File: config.mk
export PLATFORM = sky130hd
export DESIGN_NAME = pwm_gen_flat
export DESIGN_NICKNAME = d
export VERILOG_FILES = /design/src/rtl/pwm_pkg.sv /design/src/rtl/pwm_if.sv /design/src/rtl/pwm_duty_buf.sv /design/src/rtl/pwm_gen.sv /design/src/flat_wrapper.sv
export SDC_FILE = /design/constraint.sdc
export NUM_CORES = 1
export LEC_CHECK = 0
export BUFFER_PORTS_ARGS = -buffer_cell sky130_fd_sc_hd__buf_2
export CAP_MARGIN = 20
export CORE_MARGIN = 8
export CORE_UTILIZATION = 51
export DETAILED_ROUTE_END_ITERATION = 8
export GPL_TIMING_DRIVEN = 0
export PLACE_DENSITY = 0.76
export SETUP_SLACK_MARGIN = 0.3
export SLEW_MARGIN = 20
export SYNTH_ARGS = -nofsm -noshare
export SYNTH_HDL_FRONTEND = slang
export SYNTH_HIERARCHICAL = 1
export SYNTH_SLANG_ARGS = --single-unit
File: constraint.sdc
create_clock -name clk -period 1.6 [get_ports clk]
set_input_delay 0.16 -clock clk [delete_from_list [all_inputs] [get_ports clk]]
set_output_delay 0.16 -clock clk [all_outputs]
set_load 0.1 [all_outputs]
File: src/rtl/pwm_pkg.sv
// pwm_pkg
//   Shared types and helpers for the PWM generator slice.
//   pwm_state_t : output sequencer states (IDLE, ARMED, RUN, DRAIN)
//   clamp_duty  : limits a requested duty to the period length
package pwm_pkg;

  typedef enum logic [1:0] {
    IDLE  = 2'd0,
    ARMED = 2'd1,
    RUN   = 2'd2,
    DRAIN = 2'd3
  } pwm_state_t;

  localparam int PWM_T_DEFAULT = 32'sd5000000;

  // Duty above the period length means "always high", so it saturates at the limit.
  function automatic logic [31:0] clamp_duty(input logic [31:0] duty, input logic [31:0] limit);
    if (duty > limit) begin
      return limit;
    end else begin
      return duty;
    end
  endfunction

endpackage

File: src/rtl/pwm_if.sv
// pwm_if
//   Bundles the counter view, start/stop controls, duty handshake and PWM outputs.
//   master : drives ena, count, start, stop, duty_valid, duty
//            (the counter / controller side); sees duty_ready, pwm, running, period_pls
//   slave  : the PWM generator
interface pwm_if
  import pwm_pkg::*;
#(
  parameter int T = PWM_T_DEFAULT
);
  localparam int W  = $clog2(T);
  localparam int DW = $clog2(T + 1);

  logic          ena;
  logic [W-1:0]  count;
  logic          start;
  logic          stop;
  logic          duty_valid;
  logic [DW-1:0] duty;
  logic          duty_ready;
  logic          pwm;
  logic          running;
  logic          period_pls;

  modport master (
    output ena, count, start, stop, duty_valid, duty,
    input  duty_ready, pwm, running, period_pls
  );

  modport slave (
    input  ena, count, start, stop, duty_valid, duty,
    output duty_ready, pwm, running, period_pls
  );

endinterface

File: src/rtl/pwm_duty_buf.sv
// pwm_duty_buf
//   Double buffer for the PWM duty: one pending slot fed by a valid/ready
//   handshake and one active register that only changes on a period boundary.
//   clk, rst_    : clock, asynchronous active-low reset
//   valid, duty  : duty offer (duty above T is clamped to T)
//   ready        : pending slot is empty
//   boundary     : last count of the period with ena high
//   active_duty  : duty used by the compare for the current period
module pwm_duty_buf
  import pwm_pkg::*;
#(
  parameter int T = PWM_T_DEFAULT,
  localparam int DW = $clog2(T + 1)
) (
  input  logic          clk,
  input  logic          rst_,
  input  logic          valid,
  input  logic [DW-1:0] duty,
  output logic          ready,
  input  logic          boundary,
  output logic [DW-1:0] active_duty
);

  logic [DW-1:0] r_pend;
  logic          r_pend_full;
  logic [DW-1:0] r_active;
  logic          w_accept;
  logic [DW-1:0] w_clamped;

  assign w_accept    = valid && !r_pend_full;
  assign w_clamped   = DW'(clamp_duty(32'(duty), 32'(T)));
  assign ready       = !r_pend_full;
  assign active_duty = r_active;

  // Pending/active update: boundary promotes pending, or bypasses a same-cycle offer.
  always_ff @(posedge clk or negedge rst_) begin
    if (!rst_) begin
      r_pend      <= '0;
      r_pend_full <= 1'b0;
      r_active    <= '0;
    end else if (boundary) begin
      if (r_pend_full) begin
        // ready was low, so no offer can be accepted this cycle
        r_active    <= r_pend;
        r_pend_full <= 1'b0;
      end else if (w_accept) begin
        r_active <= w_clamped;
      end else begin
        r_active <= r_active;
      end
    end else if (w_accept) begin
      r_pend      <= w_clamped;
      r_pend_full <= 1'b1;
    end else begin
      r_pend_full <= r_pend_full;
    end
  end

endmodule

File: src/rtl/pwm_gen.sv
// pwm_gen
//   Compares the free-running count against a double-buffered duty to drive
//   one PWM output. Start and stop take effect on period boundaries so the
//   output never emits a truncated pulse.
//   clk, rst_ : clock, asynchronous active-low reset
//   bus       : pwm_if.slave -- ena/count from the counter, start/stop pulses,
//               duty valid/ready handshake, registered pwm/running/period_pls
module pwm_gen
  import pwm_pkg::*;
#(
  parameter int T = PWM_T_DEFAULT
) (
  input  logic clk,
  input  logic rst_,
  pwm_if.slave bus
);

  localparam int W  = $clog2(T);
  localparam int DW = $clog2(T + 1);

  if (T < 2) begin : g_bad_period
    $error("pwm_gen: period T must be at least 2");
  end

  pwm_state_t    r_state;
  logic          r_pwm;
  logic          r_running;
  logic          r_period_pls;
  logic          w_boundary;
  logic          w_hit;
  logic          w_duty_ready;
  logic [DW-1:0] w_active_duty;

  assign w_boundary = bus.ena && (bus.count == W'(T - 1));
  // Count is zero-extended so active_duty == T keeps the output high on count T-1.
  assign w_hit      = (DW'(bus.count) < w_active_duty);

  pwm_duty_buf #(.T(T)) u_duty_buf (
    .clk         (clk),
    .rst_        (rst_),
    .valid       (bus.duty_valid),
    .duty        (bus.duty),
    .ready       (w_duty_ready),
    .boundary    (w_boundary),
    .active_duty (w_active_duty)
  );

  assign bus.duty_ready = w_duty_ready;
  assign bus.pwm        = r_pwm;
  assign bus.running    = r_running;
  assign bus.period_pls = r_period_pls;

  // Output sequencer with registered pwm, running and period pulse.
  always_ff @(posedge clk or negedge rst_) begin
    if (!rst_) begin
      r_state      <= IDLE;
      r_pwm        <= 1'b0;
      r_running    <= 1'b0;
      r_period_pls <= 1'b0;
    end else begin
      r_period_pls <= w_boundary && ((r_state == RUN) || (r_state == DRAIN));
      case (r_state)
        IDLE: begin
          r_pwm     <= 1'b0;
          r_running <= 1'b0;
          if (bus.start && !bus.stop) begin
            r_state <= ARMED;
          end else begin
            r_state <= IDLE;
          end
        end
        ARMED: begin
          r_pwm <= 1'b0;
          if (bus.stop) begin
            r_state <= IDLE;
          end else if (w_boundary) begin
            r_state   <= RUN;
            r_running <= 1'b1;
          end else begin
            r_state <= ARMED;
          end
        end
        RUN: begin
          // pwm only follows the compare while the count advances
          if (bus.ena) begin
            r_pwm <= w_hit;
          end else begin
            r_pwm <= r_pwm;
          end
          // stop on the last count: the current period is already complete
          if (bus.stop && w_boundary) begin
            r_state   <= IDLE;
            r_running <= 1'b0;
          end else if (bus.stop) begin
            r_state <= DRAIN;
          end else begin
            r_state <= RUN;
          end
        end
        DRAIN: begin
          if (bus.ena) begin
            r_pwm <= w_hit;
          end else begin
            r_pwm <= r_pwm;
          end
          if (w_boundary) begin
            r_state   <= IDLE;
            r_running <= 1'b0;
          end else begin
            r_state <= DRAIN;
          end
        end
        default: begin
          r_state   <= IDLE;
          r_pwm     <= 1'b0;
          r_running <= 1'b0;
        end
      endcase
    end
  end

endmodule

File: src/flat_wrapper.sv
// flat-port wrapper written by rule: the top's interface ports become plain ports
module pwm_gen_flat import pwm_pkg::*;
#(
  parameter int T = PWM_T_DEFAULT
)
  (clk, rst_, bus_ena, bus_count, bus_start, bus_stop, bus_duty_valid, bus_duty, bus_duty_ready, bus_pwm, bus_running, bus_period_pls);
  pwm_if #(.T(T)) bus_i ();
  input  logic clk;
  input  logic rst_;
  input wire logic [$bits(bus_i.ena)-1:0] bus_ena;
  input wire logic [$bits(bus_i.count)-1:0] bus_count;
  input wire logic [$bits(bus_i.start)-1:0] bus_start;
  input wire logic [$bits(bus_i.stop)-1:0] bus_stop;
  input wire logic [$bits(bus_i.duty_valid)-1:0] bus_duty_valid;
  input wire logic [$bits(bus_i.duty)-1:0] bus_duty;
  output wire logic [$bits(bus_i.duty_ready)-1:0] bus_duty_ready;
  output wire logic [$bits(bus_i.pwm)-1:0] bus_pwm;
  output wire logic [$bits(bus_i.running)-1:0] bus_running;
  output wire logic [$bits(bus_i.period_pls)-1:0] bus_period_pls;
  assign bus_i.ena = bus_ena;
  assign bus_i.count = bus_count;
  assign bus_i.start = bus_start;
  assign bus_i.stop = bus_stop;
  assign bus_i.duty_valid = bus_duty_valid;
  assign bus_i.duty = bus_duty;
  assign bus_duty_ready = bus_i.duty_ready;
  assign bus_pwm = bus_i.pwm;
  assign bus_running = bus_i.running;
  assign bus_period_pls = bus_i.period_pls;
  pwm_gen #(.T(T)) u_core (.clk(clk), .rst_(rst_), .bus(bus_i));
endmodule
==> summary.txt, run 1 <==
Via count - 3466
Worst r2r src - u_core/u_duty_buf/active_duty[18]
Worst Setup EP - u_core/bus.pwm
CTS root buffer - clkbuf_8
R2r worst-path depth - 7
P_leak - 0.002241 µW
CP Class - reg2reg
Crit start category - flop
Largest net degree at the start of global routing - 53
Final hold slack - 0.05453 ns
GPL Wtd Cong - 0.8700
CP required - 1.81 ns
Pre-CTS setup slack - -0.7605 ns
Final net count - 549
Reg2reg end - u_core/bus.pwm
Sequential area share after synthesis - 0.3716
Area grow syn2layout - 39.30%
Fmax - 580.6 MHz
WP buf/inv - 1
Synth Flop Type - dfrtp_1
Asr flop ratio synth - 1.000
Rows - 30
CP Capture Type - flop
RSZ-0062 raised after global routing - yes
CP arrival - 1.93 ns
Hold Vio Cnt, Final - 0
Pwr Density - 951.0 nW/µm²
Clock Latency Late Sink - 0.32 ns
Post-synthesis instance total - 383
Total CTS buffers - 5
Max Root-Sink Buffers - 2
Clock Sink Count - 52
DRC Markers - 0
Synthesized cell area - 3502 µm²
Starting density of the core - 0.5212
CP Depth - 7
ANT nets after route - 0
Reg2reg setup slack - -0.12 ns
First-pass DRT Iterations - 4
#FFs+latches synth - 52
Tmin final - 1.722 ns
First-pass GRT wire length - 17380 µm
Chip height - 98.87 µm
Setup ws final - -0.1223 ns
EDFF count, synth - 0
Peak supply drop - 0.0004742 V
Drt wl/cell - 20.43 µm
Hold Crit Class - in2reg
Synth warn - 6
Status - finished, violations left
Routed WL - 11360 µm
Distinct cell type count after synthesis - 51
Multi-input gate area - 2322 µm²
Seq. cell area - 1301 µm²
Initial antenna violation count - 0
Count of pins over their slew limit - 0
Clk_skew - 0.007923 ns
Slew Limit Headroom - 0.5137
Worst Max-Slew Pin Slew - 0.7294 ns
Die Wd - 98.87 µm
Worst-path clk slew - 0.10 ns
Final Cell Area - 4878 µm²
PortBufs - 55
Die area - 9774 µm²
Congestion Overflow GR - 0
Drt initial violations - 308
CTS tree - yes
Ratio of cells with drive above 1 in the final layout - 0.4160
HPWL Detailed - 7362 µm
Hold path depth - 2
Crit-path max FO - 2
Net Count, Synth - 457
Syn Area/Cell - 9.144 µm²
Slowest CP cell - dfrtp_1
Critical path cell sequence - inv_2 -> ha_4 -> nand4_1 -> nor4_2 -> nand2_1 -> a31oi_1 -> o22ai_1
Failing checks - negative setup slack
Slowest stage delay, CP - 0.44 ns
Number of diodes - 0
Vias in the first global route - 3462
Gr usage total - 0.2205
Critical path launch point - u_core/u_duty_buf/active_duty[18]
Family with the most delay on the worst path - simple AND/OR/NAND/NOR gates
Cell Area, Placed - 3968 µm²
Max cap viols - 0
Final critical-path share of the clock period - 1.076
Setup Viol. Count Final - 45
Setup TNS Final - -2.288 ns
Htree depth - 2
Fill cells - 424
Via/cell ratio - 6.234
Io pins - 56
Area of the core - 6719 µm²
layer usage:
layer | up-vias | global-route usage | part of all wire
met5 | - | 0 | 0
met2 | 186 | 0.3664 | 0.50
met3 | 25 | 0.04863 | 0.077
met1 | 1674 | 0.2654 | 0.41
li1 | 1581 | - | -
met4 | 0 | 0.1004 | 0.019
repair_timing:
| item | in CTS | in global routing |
|---|---|---|
| setup buffers | 15 | 9 |
| pin swaps | 32 | 34 |
| resized for setup | 88 | 57 |
| hold endpoints to repair | 52 | 0 |
| hold buffers | 1 | 0 |
| setup endpoints to repair | 49 | 51 |
| cloned | 5 | 0 |
cells in the final DEF, fill, tap and decap left out, types with 3 or more instances in the layout:
cell type,instances
dfrtp_1,52
inv_1,39
buf_6,17
a211oi_2,15
clkbuf_2,3
clkbuf_8,7
a21oi_1,44
ha_1,21
nand3b_1,7
buf_8,4
buf_12,6
a211o_1,8
nand3_1,12
o21bai_1,7
nand4_1,5
nand3_2,6
mux2i_4,3
o21ai_0,6
a21oi_2,10
nor2_1,7
o21ai_1,12
mux2i_2,4
buf_4,16
nand2_1,15
nor3_1,3
buf_2,55
o21ai_4,10
o21ai_2,14
mux2i_1,16
Yosys cell counts (8+ instances only):
cell type  count  area [µm²]
mux2i_1       23       230.2
a21oi_1       45       225.2
nand3_1       18       90.09
a211o_1        9       78.83
ha_1          22       275.3
nor2_1         8       30.03
clkbuf_1       9       33.78
a21oi_2       10       87.58
inv_1         42       157.7
o21ai_0       39       195.2
nand2_1       16       60.06
buf_2          8       40.04
dfrtp_1       52        1301
a211oi_1      17       127.6
report_power, final:
group | internal (µW) | leakage, µW | switching (µW)
sequential | 1620 | 0.000654 | 234
clock | 347 | 0.0000510 | 453
combinational | 916 | 0.00154 | 1070
total | 2880 | 0.00224 | 1750
cell type report:
type | count | area share
Buffer | 24 | 0.05053
Clock buffer | 6 | 0.01693
Clock inverter | 2 | 0.002052
Inverter | 42 | 0.03309
Multi-Input combinational cell | 265 | 0.4760
Sequential cell | 52 | 0.2667
Tap cell | 80 | 0.02052
Timing Repair Buffer | 85 | 0.1341
registers in the layout, summed over array words and instances, names as in the netlist:
signal / count
u_core/bus.pwm: 1
u_core/u_duty_buf/active_duty: 23
u_core/bus.running: 1
u_core/bus.period_pls: 1
u_core/u_duty_buf/r_pend: 23
u_core/u_duty_buf/r_pend_full: 1
u_core/r_state: 2
per-stage QoR:
| stage | std cells | util | total power [µW] |
|---|---|---|---|
| after floorplan | 383 | - | 2865 |
| after global routing | 556 | 0.7261 | 4927 |
| after CTS | 547 | 0.6866 | 4437 |
| after detailed placement | 518 | 0.5905 | 3344 |
| after global placement | 518 | 0.5901 | 3246 |
| final | 556 | 0.7261 | 4640 |
how the worst min path moves through the flow:
stage	startpoint	endpoint	slack (ns)
final	bus_stop	u_core/r_state[0]	0.05
after global routing	bus_ena	u_core/bus.pwm	0.07
after CTS	bus_stop	u_core/r_state[0]	0.07
after detailed placement	rst_	u_core/bus.running	0.23
after global placement	bus_stop	u_core/r_state[0]	0.39
after floorplan	rst_	u_core/bus.period_pls	-0.14
logic make-up after synthesis:
family                     count (synthesis)  share of synthesized area
AOI/OAI and AO/OA                        143                     0.2562
and+or+nand+nor                           76                     0.1411
buffers and inverters                     66                    0.08360
DFF                                       52                     0.3716
muxes                                     24                    0.06895
adders and majority gates                 22                    0.07860
Note: power is estimated with default switching activity, not from simulation.
==> run 2, diff against run 1 <==
==> constraint.sdc (replaced) <==
create_clock -name clk -period 1.6 [get_ports clk]
set_input_delay 0.08 -clock clk [delete_from_list [all_inputs] [get_ports clk]]
set_output_delay 0.08 -clock clk [all_outputs]
set_load 0.1 [all_outputs]
==> summary.txt, run 2 (same netlist as run 1, synthesis figures left out) <==
Status - finished, violations left
Failing checks - negative setup slack
HPWL Detailed - 7481 µm (+1.6%)
First-pass DRT Iterations - 5 (+1)
PortBufs - 55 (unchanged)
Congestion Overflow GR - 0 (unchanged)
Io pins - 56 (unchanged)
Tmin final - 1.699 ns (-0.02284 ns)
Critical path cell sequence - buf_6 -> clkinvlp_4 -> nand3_4 -> buf_6 -> a211oi_4 -> buf_6 -> a21oi_2
Final hold slack - 0.04460 ns (-0.009931 ns)
Hold Vio Cnt, Final - 0 (unchanged)
Area grow syn2layout - 41.44%
Ratio of cells with drive above 1 in the final layout - 0.4224 (+0.006394)
Number of diodes - 0 (unchanged)
Vias in the first global route - 3524 (+1.8%)
Via/cell ratio - 6.490 (+4.1%)
Hold Crit Class - in2reg
Fmax - 588.4 MHz (+1.3%)
Count of pins over their slew limit - 0 (unchanged)
Die Wd - 98.87 µm (unchanged)
Largest net degree at the start of global routing - 53 (unchanged)
Setup Viol. Count Final - 24 (-47%)
Final Cell Area - 4954 µm² (+1.5%)
Worst Max-Slew Pin Slew - 0.7116 ns (-0.01787 ns)
Worst-path clk slew - 0.10 ns (about the same)
Post-Place Cells - 518 (unchanged)
CP most frequent cell - buf_6
Gr usage total - 0.2287 (+0.008172)
Max cap viols - 0 (unchanged)
Setup ws final - -0.09945 ns (+0.02284 ns)
Final critical-path share of the clock period - 1.062 (-0.01428)
Starting density of the core - 0.5212 (unchanged)
Max Root-Sink Buffers - 2 (unchanged)
ANT nets after route - 0 (unchanged)
Area of the core - 6719 µm² (unchanged)
Slew Limit Headroom - 0.5256 (+0.01191)
Die area - 9774 µm² (unchanged)
Rows - 30 (unchanged)
Slowest CP cell - dfrtp_1
Clock Sink Count - 52 (unchanged)
Final net count - 556 (+1.3%)
Post-route insts no fill - 563 (+1.3%)
Pwr Density - 994.0 nW/µm² (+4.5%)
RSZ-0062 raised after global routing - yes
CTS tree - yes
Most common cell after layout, fill and taps aside - buf_2
Peak supply drop - 0.0006172 V (+30%)
CP required - 1.80 ns (about the same)
DRC Markers - 0 (unchanged)
First-pass GRT wire length - 17930 µm (+3.2%)
CP Capture Type - flop
P_leak - 0.002301 µW (+2.7%)
Htree depth - 2 (unchanged)
Crit start category - flop
Routed WL - 12650 µm (+11%)
GPL Wtd Cong - 0.8742 (+0.48%)
Cell Area, Placed - 3983 µm² (+0.38%)
Total CTS buffers - 5 (unchanged)
Clock Latency Late Sink - 0.31 ns (about the same)
Most frequent cells in the layout - 56 x buf_2, 52 x dfrtp_1, 39 x inv_1, 38 x a21oi_1, 21 x ha_1
Via count - 3654 (+5.4%)
Initial antenna violation count - 0 (unchanged)
Util after Layout - 0.7372 (+0.01117)
CP Class - reg2reg
Slowest stage delay, CP - 0.40 ns (-0.04 ns)
CTS root buffer - clkbuf_8
Drt initial violations - 463 (+50%)
Chip height - 98.87 µm (unchanged)
Reg2reg setup slack - -0.1 ns (+0.02 ns)
Crit-path max FO - 6 (+4)
CP arrival - 1.90 ns (-0.03 ns)
Drt wl/cell - 22.46 µm (+9.9%)
Clk_skew - 0.004848 ns (-0.003075 ns)
run 2: cell count changes in the layout (fill, tap and decap cells not counted), sizes merged:
cell / change
bufinv: +1
buf: +4
clkinvlp: +1
clkinv: -1
dlygate4sd3: +2
run 2: worst max-delay path: cells and delay by family (launching register included):
kind | cells | cell delay, ns
buffers and inverters | 4 | 0.61
AO/OA/AOI/OAI | 2 | 0.44
flip-flops | 1 | 0.40
AND/OR/NAND/NOR | 1 | 0.14
run 2: cell type report:
cell class	count	area [µm²]
clock buffer	5	68.82
sequential	52	1301
inverter	42	163.9
timing repair buffer	92	724.4
clock inverter	3	42.54
buffer	24	241.5
fill	441	1765
tap	80	100.1
multi-input combinational	265	2311
run 2: path summary, 6_finish.rpt:
| check | from | cells after the start | end |
|---|---|---|---|
| setup / recovery | u_core/u_duty_buf/r_pend_full | 7 | u_core/u_duty_buf/r_pend[7] |
| hold / removal | bus_duty[19] | 3 | u_core/u_duty_buf/r_pend[19] |
| setup reg to reg | u_core/u_duty_buf/r_pend_full | 7 | u_core/u_duty_buf/r_pend[7] |
| hold reg to reg | u_core/u_duty_buf/r_pend[19] | 2 | u_core/u_duty_buf/r_pend[19] |
| max in group asynchronous | rst_ | 2 | u_core/u_duty_buf/active_duty[8] |
| min in group asynchronous | rst_ | 2 | u_core/bus.running |
run 2: metrics by stage:
| step | power, µW | TNS (ns) | setup slack (ns) |
|---|---|---|---|
| 2_1_floorplan | 2883 | -6.885 | -0.1813 |
| 3_3_place_gp | 3270 | -22.68 | -0.6382 |
| 3_5_place_dp | 3382 | -24.15 | -0.6839 |
| 4_1_cts | 4516 | -0.4727 | -0.09456 |
| 5_1_grt | 5167 | -3.207 | -0.1542 |
| 6_report | 4924 | -1.620 | -0.09945 |
run 2: power by group:
part	total (µW)	switching [µW]	internal, µW
logic	2110	1160	947
clock network	929	466	464
registers	1880	262	1620
run 2: what timing repair did:
item,CTS,global route
cloned,4,1
setup endpoints to repair,49,47
gates resized for setup,69,65
hold buffers,3,0
pin swaps,21,45
buffers inserted,19,10
hold endpoints to repair,54,0
run 2: routing by layer:
layer | share of wire | vias to the layer above | GRT usage
li1 | - | 1587 | -
met1 | 0.37 | 1758 | 0.2749
met2 | 0.48 | 250 | 0.3763
met3 | 0.094 | 59 | 0.05356
met4 | 0.052 | 0 | 0.1086
met5 | 0 | - | 0
==> run 3, diff against run 2 <==
Settings changed: CORE_UTILIZATION 51 to 52, PLACE_DENSITY 0.76 to 0.77, SETUP_SLACK_MARGIN 0.3 to 0.4.
==> summary.txt, run 3 (same netlist as run 1, synthesis figures left out) <==
Largest net degree at the start of global routing - 53 (unchanged)
Setup Viol. Count Final - 42 (+75%)
Fill cells - 439 (-0.45%)
Worst-path clk slew - 0.09 ns (about the same)
Hold path depth - 3 (unchanged)
Crit-path max FO - 6 (unchanged)
Max Root-Sink Buffers - 2 (unchanged)
Drt wl/cell - 21.78 µm (-3.1%)
Starting density of the core - 0.5271 (+0.005890)
PortBufs - 55 (unchanged)
Via count - 3596 (-1.6%)
Most common cell after layout, fill and taps aside - buf_2
ANT nets after route - 0 (unchanged)
Final critical-path share of the clock period - 1.090 (+0.02798)
CP Capture Type - flop
Tmin final - 1.744 ns (+0.04476 ns)
Pwr Density - 958.7 nW/µm² (-3.5%)
R2r worst-path depth - 6 (-1)
Multi-input gate area - 2321 µm² (+0.43%)
Hold Vio Cnt, Final - 0 (unchanged)
First-pass GRT wire length - 18710 µm (+4.3%)
CTS root buffer - clkbuf_8
Crit start category - primary input
CTS tree - yes
Pre-CTS setup slack - -0.7698 ns (-0.08591 ns)
Total CTS buffers - 5 (unchanged)
Peak supply drop - 0.0004850 V (-21%)
Hold Crit Class - in2reg
Util after Layout - 0.7395 (+0.002304)
Congestion Overflow GR - 0 (unchanged)
Number of diodes - 0 (unchanged)
Drt initial violations - 377 (-19%)
Max cap viols - 0 (unchanged)
CP arrival - 1.94 ns (+0.04 ns)
First-pass DRT Iterations - 5 (unchanged)
Post-Place Cells - 518 (unchanged)
Chip height - 98.07 µm (-0.81%)
Fmax - 573.3 MHz (-2.6%)
Rows - 30 (unchanged)
Setup ws final - -0.1442 ns (-0.04476 ns)
Htree depth - 2 (unchanged)
Setup TNS Final - -2.671 ns (-1.051 ns)
Area of the core - 6644 µm² (-1.1%)
Initial antenna violation count - 0 (unchanged)
Clock Sink Count - 52 (unchanged)
Slew Limit Headroom - 0.4969 (-0.02876)
Seq. cell area - 1303 µm² (about the same)
Vias in the first global route - 3660 (+3.9%)
Worst Max-Slew Pin Slew - 0.7547 ns (+0.04315 ns)
DRC Markers - 0 (unchanged)
Io pins - 56 (unchanged)
CP Class - in2reg
GPL Wtd Cong - 0.8664 (-0.89%)
Die area - 9617 µm² (-1.6%)
Gr usage total - 0.2406 (+0.01188)
RSZ-0062 raised after global routing - yes
Count of pins over their slew limit - 0 (unchanged)
Failing checks - negative setup slack
Die Wd - 98.07 µm (-0.81%)
Via/cell ratio - 6.433 (-0.88%)
CP required - 1.80 ns (about the same)
Status - finished, violations left
Routed WL - 12170 µm (-3.7%)
P_leak - 0.002237 µW (-2.8%)
Most frequent cells in the layout - 54 x buf_2, 51 x dfrtp_1, 42 x a21oi_1, 39 x inv_1, 21 x ha_1
Ratio of cells with drive above 1 in the final layout - 0.3946 (-0.02779)
Clock Latency Late Sink - 0.32 ns (about the same)
Final net count - 552 (-0.72%)
Clk_skew - 0.009302 ns (+0.004454 ns)
HPWL Detailed - 7367 µm (-1.5%)
Post-route insts no fill - 559 (-0.71%)
Area grow syn2layout - 40.30%
## run 3: final timing paths
check / start / end / slack (ns)
min reg2reg: u_core/u_duty_buf/r_pend[14] / u_core/u_duty_buf/r_pend[14] / 0.52
max in group asynchronous: rst_ / u_core/bus.running / 0.77
min in group asynchronous: rst_ / u_core/r_state[1] / 0.35
max reg2reg: u_core/u_duty_buf/r_pend_full / u_core/u_duty_buf/active_duty[21] / -0.13
max: bus_count[13] / u_core/u_duty_buf/active_duty[21] / -0.14
min: bus_duty[6] / u_core/u_duty_buf/r_pend[6] / 0.05
## run 3: final cells by class
type / instances / share of cell area
Multi-Input combinational cell: 265 / 0.4724
Timing Repair Buffer: 88 / 0.1408
Sequential cell: 52 / 0.2651
Clock buffer: 7 / 0.01553
Clock inverter: 1 / 0.001019
Inverter: 42 / 0.03336
Buffer: 24 / 0.05144
Tap cell: 80 / 0.02037
## run 3: repair_timing
action | CTS | global route
hold buffers | 3 | 0
pin swaps | 53 | 34
gates resized for setup | 103 | 32
buffers inserted | 20 | 5
gates cloned | 5 | 0
setup endpoints to repair | 49 | 54
hold endpoints to repair | 54 | 0
## run 3: routing by layer
metal  share of wire  routed length (µm)  track usage
met1            0.39                4803       0.2904
met2            0.49                5906       0.3988
met3           0.078                 947      0.04552
met4           0.042                 516       0.1235
met5               0                   0            0
## run 3: critical path: stages
cell	delay, ns
buf_8	0.10
nor4b_4	0.25
nand4_1	0.19
nor4_4	0.25
buf_6	0.18
o21a_4	0.21
clkbuf_16	0.19
o21ai_0	0.15
a211oi_2	0.20
a21oi_1	0.12
## run 3: through the flow
stage	instance area, µm²	hold slack (ns)	total power, µW
after floorplan	3615	-0.2156	2883
after global placement	3990	0.3114	3274
after detailed placement	3993	0.1595	3364
after CTS	4738	0.04025	4474
after global routing	4913	0.06494	4998
final	4913	0.04647	4711
## run 3: power breakdown
group	total [µW]	internal, µW	switching (µW)
logic	2080	947	1130
clock network	766	309	457
registers	1870	1620	243
